### src/rtl/quad_upconverter_par.sv
// fs/4 quadrature upconverter: buffers 1-bit I/Q pairs in a primed FIFO and emits one LANES-bit word per aclk.
// Optional underrun statistics counter is built only when UPCONV_STATS_EN is defined.
module quad_upconverter_par #(
    parameter int LANES       = 4,
    parameter int FIFO_DEPTH  = 4,
    parameter int PRIME_LEVEL = 2
) (
    input  logic             aclk,
    input  logic             rst,
    input  logic             en,
    input  logic [1:0]       mode,
    input  logic             s_valid,
    output logic             s_ready,
    input  logic             s_i,
    input  logic             s_q,
    output logic [LANES-1:0] out_word,
    output logic             running,
    output logic             underrun,
    output logic [15:0]      underrun_cnt
);

    localparam int AW = $clog2(FIFO_DEPTH);
    localparam int CW = $clog2(FIFO_DEPTH + 1);

    if ((LANES % 4) != 0 || LANES < 4) begin : g_lanes_chk
        $error("LANES must be a positive multiple of 4");
    end
    if (FIFO_DEPTH < 2 || (FIFO_DEPTH & (FIFO_DEPTH - 1)) != 0) begin : g_depth_chk
        $error("FIFO_DEPTH must be a power of 2 and at least 2");
    end
    if (PRIME_LEVEL < 1 || PRIME_LEVEL > FIFO_DEPTH) begin : g_prime_chk
        $error("PRIME_LEVEL must be in 1..FIFO_DEPTH");
    end

    typedef enum logic {IDLE, RUN} state_t;

    // Alternating pattern starting with 0 at bit 0: mid-scale, zero-mean filler.
    function automatic logic [LANES-1:0] idle_word_f();
        logic [LANES-1:0] w;
        for (int k = 0; k < LANES; k++) w[k] = ((k % 2) == 1);
        return w;
    endfunction

    function automatic logic [LANES-1:0] map_word(input logic [1:0] iq, input logic [1:0] m);
        logic [3:0]       nib;
        logic [LANES-1:0] w;
        logic             i;
        logic             q;
        i = iq[1];
        q = iq[0];
        case (m)
            2'd0:    nib = {q, ~i, ~q, i};
            2'd1:    nib = {~q, ~i, q, i};
            2'd2:    nib = {~i, i, ~i, i};
            default: nib = {4{i}};
        endcase
        for (int k = 0; k < LANES; k++) w[k] = nib[2'(k % 4)];
        return w;
    endfunction

    localparam logic [LANES-1:0] IDLE_WORD = idle_word_f();

    state_t           state_q, state_d;
    logic [1:0]       fifo_mem [FIFO_DEPTH];
    logic [AW-1:0]    wr_ptr, rd_ptr;
    logic [CW-1:0]    count;
    logic [1:0]       head;
    logic             push, pop, flush, ur_d;
    logic [LANES-1:0] word_d;

    assign s_ready = !rst && en && (count < CW'(FIFO_DEPTH));
    assign push    = s_valid && s_ready;
    assign head    = fifo_mem[rd_ptr];
    assign flush   = !en;
    assign running = (state_q == RUN);

    always_comb begin
        state_d = state_q;
        pop     = 1'b0;
        ur_d    = 1'b0;
        word_d  = IDLE_WORD;
        case (state_q)
            IDLE: begin
                if (en && count >= CW'(PRIME_LEVEL)) begin
                    pop     = 1'b1;
                    word_d  = map_word(head, mode);
                    state_d = RUN;
                end
            end
            RUN: begin
                if (!en) begin
                    state_d = IDLE;
                end else if (count != '0) begin
                    pop    = 1'b1;
                    word_d = map_word(head, mode);
                end else begin
                    state_d = IDLE;
                    ur_d    = 1'b1;
                end
            end
            default: state_d = IDLE;
        endcase
    end

    // Control registers: FSM, pointers, occupancy, output word and pulse.
    always_ff @(posedge aclk) begin
        if (rst) begin
            state_q  <= IDLE;
            wr_ptr   <= '0;
            rd_ptr   <= '0;
            count    <= '0;
            out_word <= IDLE_WORD;
            underrun <= 1'b0;
        end else begin
            state_q  <= state_d;
            out_word <= word_d;
            underrun <= ur_d;
            if (flush) begin
                wr_ptr <= '0;
                rd_ptr <= '0;
                count  <= '0;
            end else begin
                if (push) wr_ptr <= wr_ptr + 1'b1;
                if (pop)  rd_ptr <= rd_ptr + 1'b1;
                case ({push, pop})
                    2'b10:   count <= count + 1'b1;
                    2'b01:   count <= count - 1'b1;
                    default: count <= count;
                endcase
            end
        end
    end

    // Pair storage carries no reset; occupancy alone defines validity.
    always_ff @(posedge aclk) begin
        if (push) fifo_mem[wr_ptr] <= {s_i, s_q};
    end

`ifdef UPCONV_STATS_EN
    function automatic logic [15:0] sat_inc(input logic [15:0] v);
        return (v == 16'hFFFF) ? v : v + 16'd1;
    endfunction

    logic [15:0] ucnt;

    always_ff @(posedge aclk) begin
        if (rst)       ucnt <= '0;
        else if (ur_d) ucnt <= sat_inc(ucnt);
    end

    assign underrun_cnt = ucnt;
`else
    assign underrun_cnt = '0;
`endif

endmodule

### config.mk
export PLATFORM = sky130hd
export DESIGN_NAME = quad_upconverter_par
export DESIGN_NICKNAME = d
export VERILOG_FILES = /design/src/rtl/quad_upconverter_par.sv
export SDC_FILE = /design/constraint.sdc
export NUM_CORES = 1
export LEC_CHECK = 0
export CORE_MARGIN = 8
export CORE_UTILIZATION = 46
export CTS_CLUSTER_DIAMETER = 50
export DETAILED_ROUTE_END_ITERATION = 10
export GPL_TIMING_DRIVEN = 0
export PLACE_DENSITY = 0.77
export SLEW_MARGIN = 20
export SYNTH_ARGS = -nofsm -noshare
export SYNTH_HDL_FRONTEND = slang
export SYNTH_SLANG_ARGS = --single-unit
### constraint.sdc
create_clock -name aclk -period 2.2 [get_ports aclk]
set_input_delay 0.33 -clock aclk [delete_from_list [all_inputs] [get_ports aclk]]
set_output_delay 0.33 -clock aclk [all_outputs]
set_load 0.05 [all_outputs]
==> results of run 1 <==
## final timing paths
| kind | startpoint | to | slack, ns | cells past startpoint |
|---|---|---|---|---|
| min reg2reg | rd_ptr[1]$_SDFFE_PP0N_ | rd_ptr[1]$_SDFFE_PP0N_ | 0.54 | 2 |
| max reg2reg | count[0]$_SDFFE_PP0P_ | count[2]$_SDFFE_PP0P_ | 0.20 | 8 |
| min | rd_ptr[1]$_SDFFE_PP0N_ | rd_ptr[1]$_SDFFE_PP0N_ | 0.54 | 2 |
| max | count[0]$_SDFFE_PP0P_ | count[2]$_SDFFE_PP0P_ | 0.20 | 8 |
## synthesized netlist by cell type, drive strengths merged, types with 2 or more instances
master  count
inv         7
edfxtp      8
nor2       10
ha          5
buf        19
and2        5
nand2b      3
xor2        3
mux2        2
xnor2       2
mux2i       3
dfxtp      14
nand2       2
a21oi       2
o21ai       2
## flip-flops by register name, indices dropped and copies added (netlist names), named ones only
register	cells
underrun	1
out_word	3
wr_ptr	2
count	3
fifo_mem	8
rd_ptr	2
running	1
## layer usage
layer / vias up / GRT usage, % / share of wire (%)
li1: 362 / - / -
met1: 311 / 8.58 / 40
met2: 19 / 16.9 / 53
met3: 4 / 1.55 / 4.0
met4: 0 / 7.36 / 3.7
met5: - / 0 / 0
## power groups by stage
stage | sequential [mW] | combinational [mW] | clock, mW
after floorplan | 0.434 | 0.108 | 0
after global placement | 0.434 | 0.127 | 0
after detailed placement | 0.434 | 0.130 | 0
after CTS | 0.425 | 0.129 | 0.189
after global routing | 0.425 | 0.139 | 0.200
final | 0.425 | 0.131 | 0.183
## cell type report
| type | instances | share of cell area, % |
|---|---|---|
| Tap cell | 28 | 2.62 |
| Timing Repair Buffer | 14 | 9.92 |
| Inverter | 7 | 1.96 |
| Buffer | 19 | 10.8 |
| Sequential cell | 22 | 39.1 |
| Clock buffer | 4 | 1.96 |
| Multi-Input combinational cell | 68 | 33.7 |
## worst max-delay path, stage by stage (launching register included)
cell and delay (ns):
sky130_fd_sc_hd__dfxtp_1 0.39, sky130_fd_sc_hd__a211o_1 0.18, sky130_fd_sc_hd__and2_1 0.17, sky130_fd_sc_hd__ha_1 0.19
sky130_fd_sc_hd__inv_1 0.06, sky130_fd_sc_hd__fa_1 0.37, sky130_fd_sc_hd__xor2_1 0.15, sky130_fd_sc_hd__or3_1 0.30
sky130_fd_sc_hd__a21oi_1 0.14
## cell families after synthesis
logic type	synth area share (%)
AOI/OAI and AO/OA	5.79
xor gates and xnor gates	4.05
adders and majority gates	7.64
buffers and inverters	15.7
DFF	48.1
muxes	4.86
other	0.347
and+or+nand+nor	13.4
## per-stage QoR
stage	instances	cell area, um2	TNS (ns)	utilization (%)	hold slack, ns
floorplan	116	1140	0	-	0.429
global placement	157	1310	-0.543	59.1	0.496
detailed placement	157	1310	-0.675	59.1	0.519
CTS	161	1330	0	60.2	0.547
global route	162	1340	0	60.5	0.571
finish	162	1340	0	60.5	0.538
## what timing repair did
action                                  4_1_cts  5_1_grt
buffers inserted                              0        1
endpoints found under the setup margin        1        3
pin swaps                                     0        1
resized for setup                             1        3
==> results.txt, run 1 <==
* Setup Viol. Count Final: 0
- The clock period could shrink to 2.00 ns.
* Height of the die: 64.5 um
* Fraction of layout cells with a size suffix above 1: 22.4%
- In this run the remaining antenna-violating nets after routing total 0.
* Die ar.: 0.00416 mm2
- The first routing iteration left 13 violations.
* Gpl congestion: 0.737
* Total count of max-transition violations in the final report: 0
* Combinational power share: 17.8%
- Worst Tran Pin Value: 0.499 ns
* Post-Place Worst Slack: -0.261 ns
* Path type of the worst min-delay path: register to register
* Crit share post-route: 91.1%
- Top area cells in the synthesized netlist: sky130_fd_sc_hd__dfxtp_1, sky130_fd_sc_hd__edfxtp_1, sky130_fd_sc_hd__buf_4, sky130_fd_sc_hd__ha_1, sky130_fd_sc_hd__nor2_1
* Fin. Hold Viols: 0
- Dividing total power by cell area gives a power density of 553 mW/mm2.
- Hold buffer count at cts: 0
- Area growth from synthesis to layout: 23.7%
- Sequential cell area: 523 um2
- The synthesized design contains 8 enable-type register cells.
- Root Driver: sky130_fd_sc_hd__clkbuf_4
* Number of buffers between clock root and the deepest sink: 2
* Max-capacitance violation count: 0
- Wirelength per Cell: 10.9 um
* Outcome: finished, final reports clean
* Clk sinks: 22
* Area of the placeable core: 0.00221 mm2
* Global-route wire length before repair: 3030 um
- Die extent in x: 64.5 um
- Synthesized cell area: 0.00108 mm2
- For this run the aggregate overflow at the end of global routing stands at 0.
- Clock latency on the worst-skew pair: 0.30 ns
- STA classifies the critical path startpoint as a register.
- In this run, synthesis produced a sequential element count of 22.
* Max Clock Freq: 499 MHz
- Largest net degree at the start of global routing: 13
* Area share of the largest cell type after synthesis: 25.9%
- Internal cell power: 0.537 mW
- Area occupied by multi-input gates: 450 um2
- Setup repair after global routing left no endpoint under its margin.
- For this run, design rule violations remaining after detail routing come to 0.
- The initialized floorplan defines 17 standard-cell rows.
- Number of warning messages in the yosys log: 0
* Post-Route Skew: 0.00308 ns
* TritonCTS clock tree: yes
- For this run, the leading register cell type out of synthesis is sky130_fd_sc_hd__dfxtp_1.
* Highest-count cells in the layout ignoring fill and taps: sky130_fd_sc_hd__buf_4, sky130_fd_sc_hd__conb_1, sky130_fd_sc_hd__dfxtp_1, sky130_fd_sc_hd__clkdlybuf4s50_1, sky130_fd_sc_hd__nor2_1
* Final worst slack: 0.197 ns
- Via count of the first global-routing pass: 750
* I/O pins: 31
* Sequential cell area fraction in the yosys report: 48.1%
- After synthesis, the netlist uses 31 different library cells.
- Worst IR Drop VDD: 0.297 mV
* Clock input transition at the sequential cells of the worst setup and hold paths: 0.11 ns
* Worst EP required: 2.44 ns
- Antenna violations before repair: 0
- Kind of end point of the critical path: register
- In this run the power spent charging and discharging nets is 0.203 mW.
* Relative contribution of sequential cells to total power: 57.4%
- In the synthesized netlist, the number of instances is 100.
* Starting density of the core: 48.9%
- Net count reported at finish: 149
* Mean Syn Cell Area: 10.8 um2
- TritonCTS Buffers: 3
* Maximum fanout encountered on the critical timing path: 3
- Net switching fraction of the power: 27.4%
- Portion of total power attributed to the clock network: 24.8%
* Input/output buffers: 13
- Fillers: 193
* Most area-hungry cell type in the Yosys netlist: sky130_fd_sc_hd__dfxtp_1
* Antenna diode count: 0
- DPL Wire Length: 1440 um
- Leaving out fill and tap cells, the most frequent cell in the layout is sky130_fd_sc_hd__buf_4.
- Number of vias after detailed routing: 696
- Headroom to the max-slew limit came out at 66.6%.
- FFs w/ async S/R, synth: 0%
- The first TritonRoute pass finished after 4 iterations.
- Global Route Usage Sum: 9.10%
- After detailed routing, the total wire length is 1770 um.
- Pwr Total: 0.739 mW
* Reported leakage power: 0.562 nW
- In this run the number of H-tree levels came out at 1.
* Class of the most critical setup path: register to register
* Via/cell ratio: 4.30
* Arrival time of the worst setup path: 2.24 ns
Note: power is estimated with default switching activity, not from simulation.
==> run 2: changes to the inputs <==
--- a/config.mk
+++ b/config.mk
@@ -6,11 +6,12 @@
 export NUM_CORES = 1
 export LEC_CHECK = 0
 export CORE_MARGIN = 8
-export CORE_UTILIZATION = 46
+export CORE_UTILIZATION = 48
+export CTS_BUF_LIST = sky130_fd_sc_hd__clkbuf_4
 export CTS_CLUSTER_DIAMETER = 50
 export DETAILED_ROUTE_END_ITERATION = 10
 export GPL_TIMING_DRIVEN = 0
-export PLACE_DENSITY = 0.77
+export PLACE_DENSITY = 0.8
 export SLEW_MARGIN = 20
 export SYNTH_ARGS = -nofsm -noshare
 export SYNTH_HDL_FRONTEND = slang
==> results.txt, run 2 (synthesized netlist as in run 1, its figures left out) <==
- CTS H-tree depth: 1
- The finished cells cover 0.00137 mm2.
- Clk sinks: 22
- Hold buffer count at cts: 0
* I/O pins: 31
* Max FFs per register: 8
- Die ar.: 0.00403 mm2
- Hold_ws: 0.546 ns
- The number of antenna violations at the first check in global routing came to 0.
* Gpl congestion: 0.731
- Along the worst path, the maximum fanout reaches 10.
- Clock latency on the worst-skew pair: 0.31 ns
- Max-capacitance violation count: 0
- Fillers: 193
* Max Clock Freq: 471 MHz
* Top flop regs: fifo_mem x8, count x3, out_word x3
- Once placement finished, the instance area stood at 0.00131 mm2.
- Highest-count cells in the layout ignoring fill and taps: sky130_fd_sc_hd__buf_4, sky130_fd_sc_hd__conb_1, sky130_fd_sc_hd__dfxtp_1, sky130_fd_sc_hd__clkdlybuf4s50_1, sky130_fd_sc_hd__nor2_1
- Starting density of the core: 49.8%
- In this run the worst hold path is classified as register to register.
- Input/output buffers: 13
- Via/cell ratio: 4.26
* Shortest clock period the worst path allows after layout: 2.12 ns
- The worst setup path is of the input pin to primary output kind.
- Clock skew on the completed layout was measured at 0.0119 ns.
* Antenna diode count: 0
* Largest register by flop count: fifo_mem
- Number of antenna-violating nets in the routed design: 0
- TritonCTS built the clock tree.
- Clock input transition at the sequential cells of the worst setup and hold paths: 0.12 ns
- The first detailed-routing pass took 4 iterations.
- DPL Wire Length: 1440 um
- The analysis attributes to cell leakage a power of 0.575 nW.
- Root Driver: sky130_fd_sc_hd__clkbuf_4
- Crit share post-route: 96.6%
- For this block, the via count after detailed routing is 690.
* Worst IR Drop VDD: 0.357 mV
- Setup Viol. Count Final: 0
- In this run, CTS created clock tree buffers numbering 3.
- In the routed design, unresolved DRC markers number 0.
- Fraction of layout cells with a size suffix above 1: 22.4%
- The worst setup path is launched from an input pin.
- Routed WL: 1780 um
- STA puts the critical path data arrival time at 1.79 ns.
- Relative to the synthesized area, the layout overhead comes to 26.6%.
- Power per standard cell area: 627 mW/mm2
- Most common cell after layout, fill and taps aside: sky130_fd_sc_hd__buf_4
- The detailed router finished its first iteration with 22 violations.
* Grt total ovfl: 0
* RSZ-0062 raised after global routing: false
* Height of the die: 63.5 um
* Number of buffers between clock root and the deepest sink: 2
- The run finished with clean final reports.
- Wirelength per Cell: 11.0 um
- Kind of end point of the critical path: primary output
- In this run the core area contains 17 standard-cell rows.
* Via count of the first global-routing pass: 732
- Area of the placeable core: 0.00217 mm2
- Fin. Hold Viols: 0
- The first global-routing pass estimated 3190 um of wire.
* Global Route Usage Sum: 9.54%
* Largest net degree at the start of global routing: 14
- The die is 63.5 um wide.
* Total count of max-transition violations in the final report: 0
* Worst EP required: 1.87 ns
- Net count reported at finish: 149
==> run 2: changes by cell type in the layout (fill, tap and decap cells not counted) <==
cell,delta
sky130_fd_sc_hd__clkbuf_1,-1
sky130_fd_sc_hd__clkbuf_2,-1
sky130_fd_sc_hd__clkdlybuf4s15_1,+1
sky130_fd_sc_hd__bufinv_16,+1
==> run 2: final cells by class <==
cell class | count | area [um2] | area share [%]
plain buffers | 19 | 144 | 10.5
inverters | 7 | 26.3 | 1.92
repair buffers | 14 | 138 | 10.1
clock inverters | 1 | 30.0 | 2.19
flip-flops and latches | 22 | 523 | 38.2
multi-input cells | 68 | 450 | 32.9
well taps | 28 | 35.0 | 2.56
clock buffers | 3 | 22.5 | 1.65
==> run 2: path summary, 6_finish.rpt <==
check                                            from                     to  slack, ns  cells after the start
worst min register to register  count[2]$_SDFFE_PP0P_  count[2]$_SDFFE_PP0P_       0.55                      2
worst min-delay path            count[2]$_SDFFE_PP0P_  count[2]$_SDFFE_PP0P_       0.55                      2
worst max-delay path                               en                s_ready       0.08                      5
worst max register to register  count[0]$_SDFFE_PP0P_  count[2]$_SDFFE_PP0P_       0.14                      8
==> run 2: power breakdown <==
| part | switching, mW | total (mW) | leakage [nW] | internal, mW |
|---|---|---|---|---|
| Clock | 0.118 | 0.302 | 0.0279 | 0.184 |
| Sequential | 0.00139 | 0.425 | 0.186 | 0.423 |
| Combinational | 0.0890 | 0.132 | 0.361 | 0.0429 |
==> run 2: layer usage <==
metal  up-vias  wire [um]  GRT usage [%]
met5         -          0              0
met4         0         19           5.01
met3         2         98           3.00
met2        18        976           17.0
met1       309        684           9.68
li1        361          -              -
==> run 2: repair_timing <==
action / in CTS / in global routing
pin swaps: 0 / 1
setup endpoints to repair: 1 / 3
setup buffers: 0 / 1
gates resized for setup: 1 / 2
==> run 2: worst max-delay path: stages <==
cell and delay [ns]:
sky130_fd_sc_hd__clkdlybuf4s50_1 0.50, sky130_fd_sc_hd__nand2b_1 0.11, sky130_fd_sc_hd__buf_2 0.20, sky130_fd_sc_hd__nor2_1 0.13, sky130_fd_sc_hd__clkdlybuf4s15_1 0.52
==> run 2: per-stage QoR <==
step	setup WS, ns	TNS (ns)	util (%)	power, mW	std cells
CTS	0.0533	0	62.6	0.859	161
finish	0.0758	0	63.1	0.859	162
global placement	-0.209	-0.513	60.3	0.561	157
detailed placement	-0.263	-0.674	60.3	0.563	157
global route	0.00211	0	63.1	0.890	162
floorplan	0.153	0	-	0.542	116
==> run 3: changes to the inputs <==
--- a/config.mk
+++ b/config.mk
@@ -12,6 +12,7 @@
 export DETAILED_ROUTE_END_ITERATION = 10
 export GPL_TIMING_DRIVEN = 0
 export PLACE_DENSITY = 0.8
+export SETUP_SLACK_MARGIN = 0.05
 export SLEW_MARGIN = 20
 export SYNTH_ARGS = -nofsm -noshare
 export SYNTH_HDL_FRONTEND = slang
==> results.txt, run 3 (synthesized netlist as in run 1, its figures left out) <==
* Outcome: finished, final reports clean
- The number of antenna diodes in the final layout is 0.
- In this design, the largest share of critical-path delay is due to adder cells.
- Final design instance area without fill: 0.00137 mm2
- Using the TritonRoute via totals, the vias-per-cell ratio works out to 4.26.
* Delay of the slowest cell on the worst path: 0.41 ns
- Path type of the worst min-delay path: register to register
- Number of buffers between clock root and the deepest sink: 2
- DP Cell Count: 157
- Along the worst path, the maximum fanout reaches 5.
- Kind of end point of the critical path: register
* Number of detailed-route iterations in the first pass: 4
- Non-Filler Instances: 162
* TritonCTS clock tree: yes
* Most common cell after layout, fill and taps aside: sky130_fd_sc_hd__buf_4
* Crit path buffers/inverters: 1
* TritonCTS Buffers: 3
- Clock latency on the worst-skew pair: 0.31 ns
* RSZ-0062 raised after global routing: true
- The total overflow left after global routing is 0.
- Top flop regs: fifo_mem x8, count x3, out_word x3
- Height of the die: 63.5 um
- In this run the clock root is driven by a sky130_fd_sc_hd__clkbuf_4.
* CTS H-tree depth: 1
* Input/output buffers: 13
- Once routing completed, OpenROAD measured the worst setup slack at 0.145 ns.
* Row count: 17
- Worst EP required: 2.45 ns
- The largest individual stage delay along the critical path comes from the cell sky130_fd_sc_hd__dfxtp_2.
- Crit share post-route: 93.4%
- 31 I/O pins were placed.
- Placement Cell Area: 0.00131 mm2
- Kind of launch point of the worst setup path: register
- Highest-count cells in the layout ignoring fill and taps: sky130_fd_sc_hd__buf_4, sky130_fd_sc_hd__conb_1, sky130_fd_sc_hd__clkdlybuf4s50_1
- From left edge to right edge, the die measures 63.5 um.
- Max FFs per register: 8
* Largest net degree at the start of global routing: 14
- Net count reported at finish: 149
* Detailed router's first-iteration violation count: 21
- Across every metal layer, demand over resource in global routing totals 9.54%.
* Area of the placeable core: 0.00217 mm2
- Sum Neg Setup Slack: 0 ns
* Reported leakage power: 0.576 nW
- CP cell instances: a211o_1, and2_1, ha_1, inv_1, fa_1, xor2_1, or3_1, a21oi_1
- Wires add up to 1780 um.
* Fin. Hold Viols: 0
- Data on the critical path arrives at its endpoint at 2.30 ns.
- Gpl congestion: 0.731
* Number of vias after detailed routing: 690
- Number of DRC violations after detailed routing: 0
- Clock input transition at the sequential cells of the worst setup and hold paths: 0.13 ns
- Number of antenna-violating nets in the routed design: 0
- Largest register by flop count: fifo_mem
- Hold buffer count at cts: 0
- The number of antenna violations at the first check in global routing is 0.
* Total count of max-transition violations in the final report: 0
- Setup Viol. Count Final: 0
- Shortest clock period the worst path allows after layout: 2.05 ns
* Power per standard cell area: 630 mW/mm2
- Dividing the detail-routed wire length by the instance count gives 11.0 um.
- Across the routed clock network, the largest skew measured is 0.0145 ns.
* Global-route wire length before repair: 3190 um
- Fraction of layout cells with a size suffix above 1: 23.9%
- Class of the most critical setup path: register to register
- Post-Place Worst Slack: -0.263 ns
* Starting density of the core: 49.8%
* Clk sinks: 22
- Worst IR Drop VDD: 0.358 mV
- Max-capacitance violation count: 0
- Max Clock Freq: 487 MHz
- Compared with the post-synthesis result, the final layout area differs by 26.3%.
- The die covers 0.00403 mm2.
- DPL Wire Length: 1440 um
- Via count of the first global-routing pass: 732
[run 3: cell count changes in the layout (fill, tap and decap cells not counted)]
cell,previous run,this run
sky130_fd_sc_hd__clkbuf_2,0,1
sky130_fd_sc_hd__clkdlybuf4s15_1,1,0
sky130_fd_sc_hd__dfxtp_2,2,3
sky130_fd_sc_hd__dfxtp_1,12,11
[run 3: stage by stage]
step | total power [mW] | hold WS (ns) | utilization, %
final | 0.860 | 0.541 | 62.9
after global routing | 0.890 | 0.573 | 62.9
after detailed placement | 0.563 | 0.528 | 60.3
after CTS | 0.859 | 0.556 | 62.6
after floorplan | 0.542 | 0.429 | -
after global placement | 0.561 | 0.498 | 60.3
[run 3: path summary, 6_finish.rpt]
| check | from | end | slack, ns | depth (start not counted) |
|---|---|---|---|---|
| max | count[2]$_SDFFE_PP0P_ | count[2]$_SDFFE_PP0P_ | 0.15 | 8 |
| min | count[0]$_SDFFE_PP0P_ | count[0]$_SDFFE_PP0P_ | 0.54 | 2 |
| max reg2reg | count[2]$_SDFFE_PP0P_ | count[2]$_SDFFE_PP0P_ | 0.15 | 8 |
| min reg2reg | count[0]$_SDFFE_PP0P_ | count[0]$_SDFFE_PP0P_ | 0.54 | 2 |
[run 3: timing repair]
item	4_1_cts	5_1_grt
pin swaps	0	1
endpoints found under the hold margin	0	0
resized for setup	1	4
setup buffers	0	1
endpoints found under the setup margin	1	3
[run 3: area by class of cell]
| class | instances | area [um2] |
|---|---|---|
| fillers | 192 | 805 |
| flip-flops and latches | 22 | 524 |
| multi-input cells | 68 | 450 |
| plain buffers | 19 | 144 |
| repair buffers | 14 | 133 |
| well taps | 28 | 35.0 |
| clock inverters | 1 | 30.0 |
| inverters | 7 | 26.3 |
| clock buffers | 3 | 22.5 |
[run 3: tightest hold or removal path: stages (launching register included)]
cell and delay (ns):
sky130_fd_sc_hd__dfxtp_2 0.37, sky130_fd_sc_hd__xor2_1 0.06, sky130_fd_sc_hd__nor2_1 0.08
[run 3: power by group]
part,internal (mW),switching [mW]
Clock,0.184,0.120
Sequential,0.424,0.00139
Combinational,0.0425,0.0890
Total,0.650,0.210
[run 3: metal layers]
metal  global-route usage (%)  routed length [um]
met5                        0                   0
met4                     5.01                  19
met3                     3.00                  98
met2                     17.0                 975
met1                     9.68                 685
